==> config.mk <==
export PLATFORM = sky130hd
export DESIGN_NAME = led_tube
export DESIGN_NICKNAME = d
export VERILOG_FILES = /design/src/rtl/led_tube_pkg.sv /design/src/rtl/led_tube_seg7_decode.sv /design/src/rtl/led_tube.sv
export SDC_FILE = /design/constraint.sdc
export NUM_CORES = 1
export LEC_CHECK = 0
export ABC_AREA = 0
export CORE_AREA = 2 2 144 174
export DETAILED_ROUTE_END_ITERATION = 7
export DIE_AREA = 0 0 146 176
export RECOVER_POWER = 25
export SYNTH_ARGS = -nofsm -noshare
export SYNTH_HDL_FRONTEND = slang
export SYNTH_SLANG_ARGS = --single-unit
==> constraint.sdc <==
create_clock -name clk -period 2.44 [get_ports clk]
set_input_delay 0.366 -clock clk [delete_from_list [all_inputs] [get_ports clk]]
set_output_delay 0.366 -clock clk [all_outputs]
set_load 0.03 [all_outputs]
==> src/rtl/led_tube_pkg.sv <==
// led_tube_pkg: register map defaults, CTRL bit layout and active-low hex glyphs for led_tube.
package led_tube_pkg;
  localparam logic [31:0] DEF_LED_ADDR  = 32'h0000_7f34;
  localparam logic [31:0] DEF_TUBE_ADDR = 32'h0000_7f38;
  localparam logic [31:0] DEF_CTRL_ADDR = 32'h0000_7f3c;
  localparam int CTRL_BLANK_LSB = 0;
  localparam int CTRL_EN = 8;
  localparam int CTRL_LZB = 9;
  localparam int CTRL_DP_LSB = 16;
  localparam logic [31:0] CTRL_RST = 32'h0000_0100;
  localparam logic [31:0] CTRL_WMASK = 32'h00FF_03FF;
  // {g,f,e,d,c,b,a}, index 15 first: F E d C b A 9 8 7 6 5 4 3 2 1 0
  localparam logic [15:0][6:0] GLYPH = {
    7'h0E, 7'h06, 7'h21, 7'h46, 7'h03, 7'h08, 7'h10, 7'h00,
    7'h78, 7'h02, 7'h12, 7'h19, 7'h30, 7'h24, 7'h79, 7'h40
  };
endpackage

==> src/rtl/led_tube_seg7_decode.sv <==
// seg7_decode: combinational hex nibble to active-low 7-segment glyph.
module seg7_decode
  import led_tube_pkg::*;
(
  input  logic [3:0] d,
  output logic [6:0] g
);
  assign g = GLYPH[d];
endmodule

==> src/rtl/led_tube.sv <==
// led_tube: bus-mapped LED register plus 8-digit multiplexed 7-segment scanner.
// Define LED_TUBE_LZB_EN to add leading-zero blanking controlled by CTRL bit 9.
module led_tube
  import led_tube_pkg::*;
#(
  parameter int          SCAN_DIV  = 50000,
  parameter logic [31:0] LED_ADDR  = DEF_LED_ADDR,
  parameter logic [31:0] TUBE_ADDR = DEF_TUBE_ADDR,
  parameter logic [31:0] CTRL_ADDR = DEF_CTRL_ADDR
) (
  input  logic        clk,
  input  logic        reset,
  input  logic [31:0] ADD_I,
  input  logic [31:0] DAT_I,
  input  logic        WE_I,
  output logic [31:0] DAT_O,
  output logic [31:0] led,
  output logic [7:0]  an,
  output logic [7:0]  seg
);
  localparam logic [20:0] CNT_MAX = 21'(SCAN_DIV - 1);
`ifdef LED_TUBE_LZB_EN
  localparam logic [31:0] WMASK = CTRL_WMASK;
`else
  localparam logic [31:0] WMASK = CTRL_WMASK & ~(32'd1 << CTRL_LZB);
`endif
  logic [31:0] led_r, tube_r, ctrl_r;
  logic [20:0] cnt;
  logic [2:0]  idx;
  logic [7:0]  blank, dp;
  logic [6:0]  glyph;
  logic        lzb_dark, dark;
  seg7_decode u_dec (.d(tube_r[{idx, 2'b00} +: 4]), .g(glyph));
  assign blank = ctrl_r[CTRL_BLANK_LSB +: 8];
  assign dp    = ctrl_r[CTRL_DP_LSB +: 8];
`ifdef LED_TUBE_LZB_EN
  // dark when this digit and every digit above it are zero; digit 0 never blanked
  assign lzb_dark = ctrl_r[CTRL_LZB] && idx != 3'd0 && (tube_r >> {idx, 2'b00}) == 32'd0;
`else
  assign lzb_dark = 1'b0;
`endif
  assign dark  = !ctrl_r[CTRL_EN] || blank[idx] || lzb_dark;
  assign led   = ~led_r;
  assign DAT_O = ADD_I == LED_ADDR  ? led_r  :
                 ADD_I == TUBE_ADDR ? tube_r :
                 ADD_I == CTRL_ADDR ? ctrl_r : 32'd0;
  always_ff @(posedge clk or negedge reset) begin
    if (!reset) begin
      led_r  <= '0;
      tube_r <= '0;
      ctrl_r <= CTRL_RST;
      cnt    <= '0;
      idx    <= '0;
      an     <= '1;
      seg    <= '1;
    end else begin
      if (WE_I && ADD_I == LED_ADDR) led_r <= DAT_I;
      if (WE_I && ADD_I == TUBE_ADDR) tube_r <= DAT_I;
      if (WE_I && ADD_I == CTRL_ADDR) ctrl_r <= DAT_I & WMASK;
      cnt <= cnt == CNT_MAX ? '0 : cnt + 1'b1;
      if (cnt == CNT_MAX) idx <= idx + 1'b1;
      an  <= dark ? 8'hFF : ~(8'h01 << idx);
      seg <= dark ? 8'hFF : {~dp[idx], glyph};
    end
  end
endmodule

Word-level counts from Yosys, hierarchy flattened. Memories as Yosys holds them, arrays and structs flattened. Index checks and enable logic that the tools add are counted. Widths: inputs -> output; s select.

$lt $le $gt $ge: 2. Eq/ne operators: 4. Mux-type cells: 11. Shift operators: 2. Bitwise gates (word level): 3. Reductions and logical operators: 5. Add/subtract/negate cells: 2.

Operators by type and width (count): $eq 32x15->1 const B (3); $mux 32 (2); $not 32->32 (1); $shiftx 32x6->4 (1); $mux 24 (1); $add 21x1->21 const B (1); $eq 21x16->1 const B (1); $mux 21 (1); $mux 8 (2); $not 8->8 (1); $shl 1x3->8 const A (1); $mux 7 (1); $bmux 1 s3 (2); $lt 4x5->1 const B (1); $lt 3x4->1 const B (1); $add 3x1->3 const B (1); $logic_and 1x1->1 (3); $mux 1 (2); $logic_not 1->1 (1); $logic_or 1x1->1 (1); $not 1->1 (1).

ROM bits: 112. Bits in registers: 121. Logic and storage cells: 37. Memories kept: 1. Output and inout port bits: 80.

Memory list: (no name shown) (depth 16, width 7, rd ports 1, clocked after memory_dff 0, wr ports 0, RTL line led_tube_seg7_decode.sv:8) `assign g = GLYPH[d];`.

Longest topological paths before layout.
Depth in word-level cells: 4. Mapped depth: 10. Mapped depth without buffers: 9.

Modules after synthesis. Synthesis repeated with hierarchy kept, for this count alone.

Cell total of the unflattened synthesis: 518. Area, all modules: 6312.3 µm².

Modules (own cells, without submodules): led_tube (area an instance 6037.0 µm², times used 1, seq. area each 3049.2 µm², cells an instance 486); seg7_decode (area an instance 275.3 µm², times used 1, seq. area each 0.0 µm², cells an instance 32).

Worst setup path after synthesis. Ideal clock, no wire load.

Kind: input port to output port. Start point: in ADD_I[7]. End point: out DAT_O[16]. Stages: 6. Data arrival time: 2.405 ns. Slack: -0.331 ns. Required time: 2.074 ns. Cells stage by stage: or4b_1 > nor4_2 > nor4b_4 > clkbuf_1 > nand2_1 > a31oi_1.

Longest elaborated chain between the ends: 4.

RTL lines: from (decl) (RTL line led_tube.sv:13) `input logic [31:0] ADD_I,`; $eq 32x15->1 (RTL line led_tube.sv:46) `ADD_I == CTRL_ADDR ? ctrl_r : 32'd0;`; $mux 24 (RTL line led_tube.sv:46); $mux 32 (RTL line led_tube.sv:45) `ADD_I == TUBE_ADDR ? tube_r :`; $mux 32 (*) (RTL line led_tube.sv:44) `assign DAT_O = ADD_I == LED_ADDR ? led_r :`; to (decl) (RTL line led_tube.sv:16) `output logic [31:0] DAT_O,`.

Every way passes the cells marked *; elsewhere a longest branch is shown, timed or not.

Final worst setup path.
Start point: in ADD_I[7]. End point: out DAT_O[20].

Same word-level chain as after synthesis.

==> out/summary.txt <==
status: finished, violations left
failing checks: negative setup slack
reg2reg end: seg[3]$_DFF_PN1_
clock slew seen by the registers of the worst setup and hold paths: 0.05 ns
Critical Path RT: 2.07 ns
Achievable Freq: 372.8 MHz
placed cells: 989
CTS tree: done
grt ovf: 0
Detail Placement HPWL: 12,560 um
first-pass GRT wire length: 28,170 um
vias in the first global route: 4,891
Worst Setup End Kind: output pin
Post-route DRC: 0
Peak VDD IR: 440.7 uV
most common cell after layout, fill and taps aside: dfrtp_1
worst hold path depth: 1
pre-CTS WS: -0.5565 ns
Placed Instance Area: 8422 sq um
initial antenna violation count: 0
Wirelength per Cell: 17.87 um
Die Ht: 176 um
CTS Buffer Depth: 2
DR vias: 4,733
Via density: 4.547
CTS Buf Count: 17
final hold violation count: 0
DRT iter0 DRCs: 163
Synth Register Bits: 121
Primary FF master, synth: dfrtp_1
clock root buffer: clkbuf_16
Post-synth ARST share: 1.000
pin count of the biggest net entering global routing: 56
Setup Skew: 0.01803 ns
final setup margin: -0.2425 ns
P&R area growth vs syn: 64.51%
CTS Sinks: 121
post-route ant nets: 0
Final nets: 787
Initial Util: 0.2488
leakage dissipation: 4.501 nW
GP Congestion: 0.7518
Slew HR: 0.3145
Setup TNS Final: -10.87 ns
WHS Endpoint: cnt[20]$_DFF_PN0_
final wirelength: 18,610 um
I/O pin total: 147
power density over the cells: 488.2 nW/um^2
Reg2Reg Depth: 7
Worst Min Path Start: cnt[20]$_DFF_PN0_
Startpoint Class: input pin
ANT cells: 0
minimum clock period: 2.683 ns
die area: 25,700 sq um
clk_lat worst skew: 0.43 ns
sequential element share of the synthesized area: 0.5129
RR Startpoint: idx[0]$_DFFE_PN0N_
# rows: 62
final std cells w/o fill: 1,041
RSZ-0062 raised after global routing: true
first-pass iteration count of the detailed router: 4
unique cell type count in the Yosys netlist: 42
YS warnings: 0
Cell Area, Synth: 5944 sq um
Hold Path Class: reg2reg
Design Area, Final: 9779 sq um
Final period util: 1.099
die width: 146 um
Least-Margin Pin Slew: 1.028 ns
Finish-stage setup viols: 64
gr usage total: 0.1450
number of synthesized flops with an enable pin: 0
Crit path arrival time: 2.32 ns
Post-Syn Instances: 520
pins over their slew limit: 0
port buffer count: 146
Mapped Nets: 599
CORE AREA: 23,890 sq um
crit path max fanout: 6
Mean Syn Cell Area: 11.43 sq um
r2r setup slk: 0.11 ns
worst hold margin: 0.4797 ns
share of cells above drive strength 1: 0.4022
H-tree depth: 4
commonest non-fill, non-tap cells in the layout: dfrtp_1 (104), clkdlybuf4s50_1 (89), mux2_2 (49)
MaxCap Viol Count: 0
Setup Crit Path Kind: in2out
## per-stage QoR
stage / power [mW] / util
floorplan: 2.050 / -
CTS: 4.812 / 0.3991
finish: 4.774 / 0.4093
detailed placement: 2.221 / 0.3525
global placement: 2.219 / 0.3525
global route: 4.910 / 0.4093
## cells in the mapped netlist, types with 2 or more instances
cell / number / area share
nand2b_1: 3 / 0.0032
and2_1: 3 / 0.0032
and3_1: 6 / 0.0063
nor2_1: 33 / 0.021
o221ai_1: 3 / 0.0044
nor4_1: 7 / 0.0074
mux2i_1: 4 / 0.0067
xnor2_1: 11 / 0.016
clkbuf_1: 13 / 0.0082
a31oi_1: 17 / 0.018
xor2_1: 9 / 0.013
inv_1: 41 / 0.026
buf_2: 5 / 0.0042
dfstp_2: 17 / 0.075
o21ai_0: 19 / 0.016
a21oi_1: 2 / 0.0017
nand2_1: 55 / 0.035
nor3_1: 3 / 0.0025
buf_4: 6 / 0.0076
dfrtp_1: 104 / 0.44
or2_2: 2 / 0.0021
nand3_1: 26 / 0.022
mux2_2: 51 / 0.097
mux2_1: 33 / 0.063
nand4b_1: 4 / 0.0059
mux4_2: 12 / 0.045
ha_1: 12 / 0.025
nand4_1: 5 / 0.0053
## repair_timing
item	4_1_cts	5_1_grt
gates cloned	7	4
buffers inserted	12	4
hold endpoints to repair	13	0
pin swaps	33	20
hold buffers	1	0
setup endpoints to repair	64	95
gates resized for setup	96	67
## power breakdown
part,internal (mW),switching [mW]
combinational,0.0879,0.0752
sequential,2.01,0.0000000137
clock,1.63,0.969
total,3.73,1.04
## metal layers
layer  share of wire  wire (um)  track usage
met1            0.42       7735       0.1735
met2            0.52       9762       0.2551
met3           0.043        803      0.03282
met4           0.016        305      0.05380
met5               0          0            0
## logic make-up after synthesis
kind of cell | count (synthesis) | share of synthesized area
fa+ha+maj | 12 | 0.02526
mux | 100 | 0.2113
buf+inv | 66 | 0.04652
simple gates | 154 | 0.1259
flops | 121 | 0.5129
xor+xnor | 20 | 0.02947
compound gates | 47 | 0.04862
## worst max path at each step
stage / start / to / slack [ns] / depth (start not counted)
floorplan: ADD_I[7] / DAT_O[0] / -0.05 / 5
global placement: ADD_I[7] / led_r[21]$_DFFE_PN0P_ / -0.54 / 8
CTS: ADD_I[1] / DAT_O[31] / -0.31 / 12
detailed placement: ADD_I[7] / led_r[22]$_DFFE_PN0P_ / -0.56 / 8
finish: ADD_I[7] / DAT_O[20] / -0.24 / 9
global route: ADD_I[27] / DAT_O[3] / -0.32 / 10
## layout make-up
| class | instances | area (sq um) |
|---|---|---|
| inverter | 42 | 157.7 |
| clock buffer | 18 | 439.2 |
| multi-input combinational | 333 | 3268 |
| tap | 320 | 400.4 |
| clock inverter | 14 | 172.7 |
| fill | 2330 | 14110 |
| sequential | 121 | 3049 |
| timing repair buffer | 193 | 2292 |
## worst max-delay path, stage by stage
cell     delay (ns)
buf_6          0.09
or4b_4         0.54
nor4_4         0.30
nor4b_4        0.25
buf_6          0.18
buf_12         0.15
nand2_4        0.06
a31oi_4        0.21
buf_12         0.15
## state kept, by name (all words and copies together) (netlist names)
signal	cells
ctrl_r	17
an	8
seg	8
cnt	21
idx	3
tube_r	32
led_r	32
No activity file was read; power rests on OpenSTA's default activity.
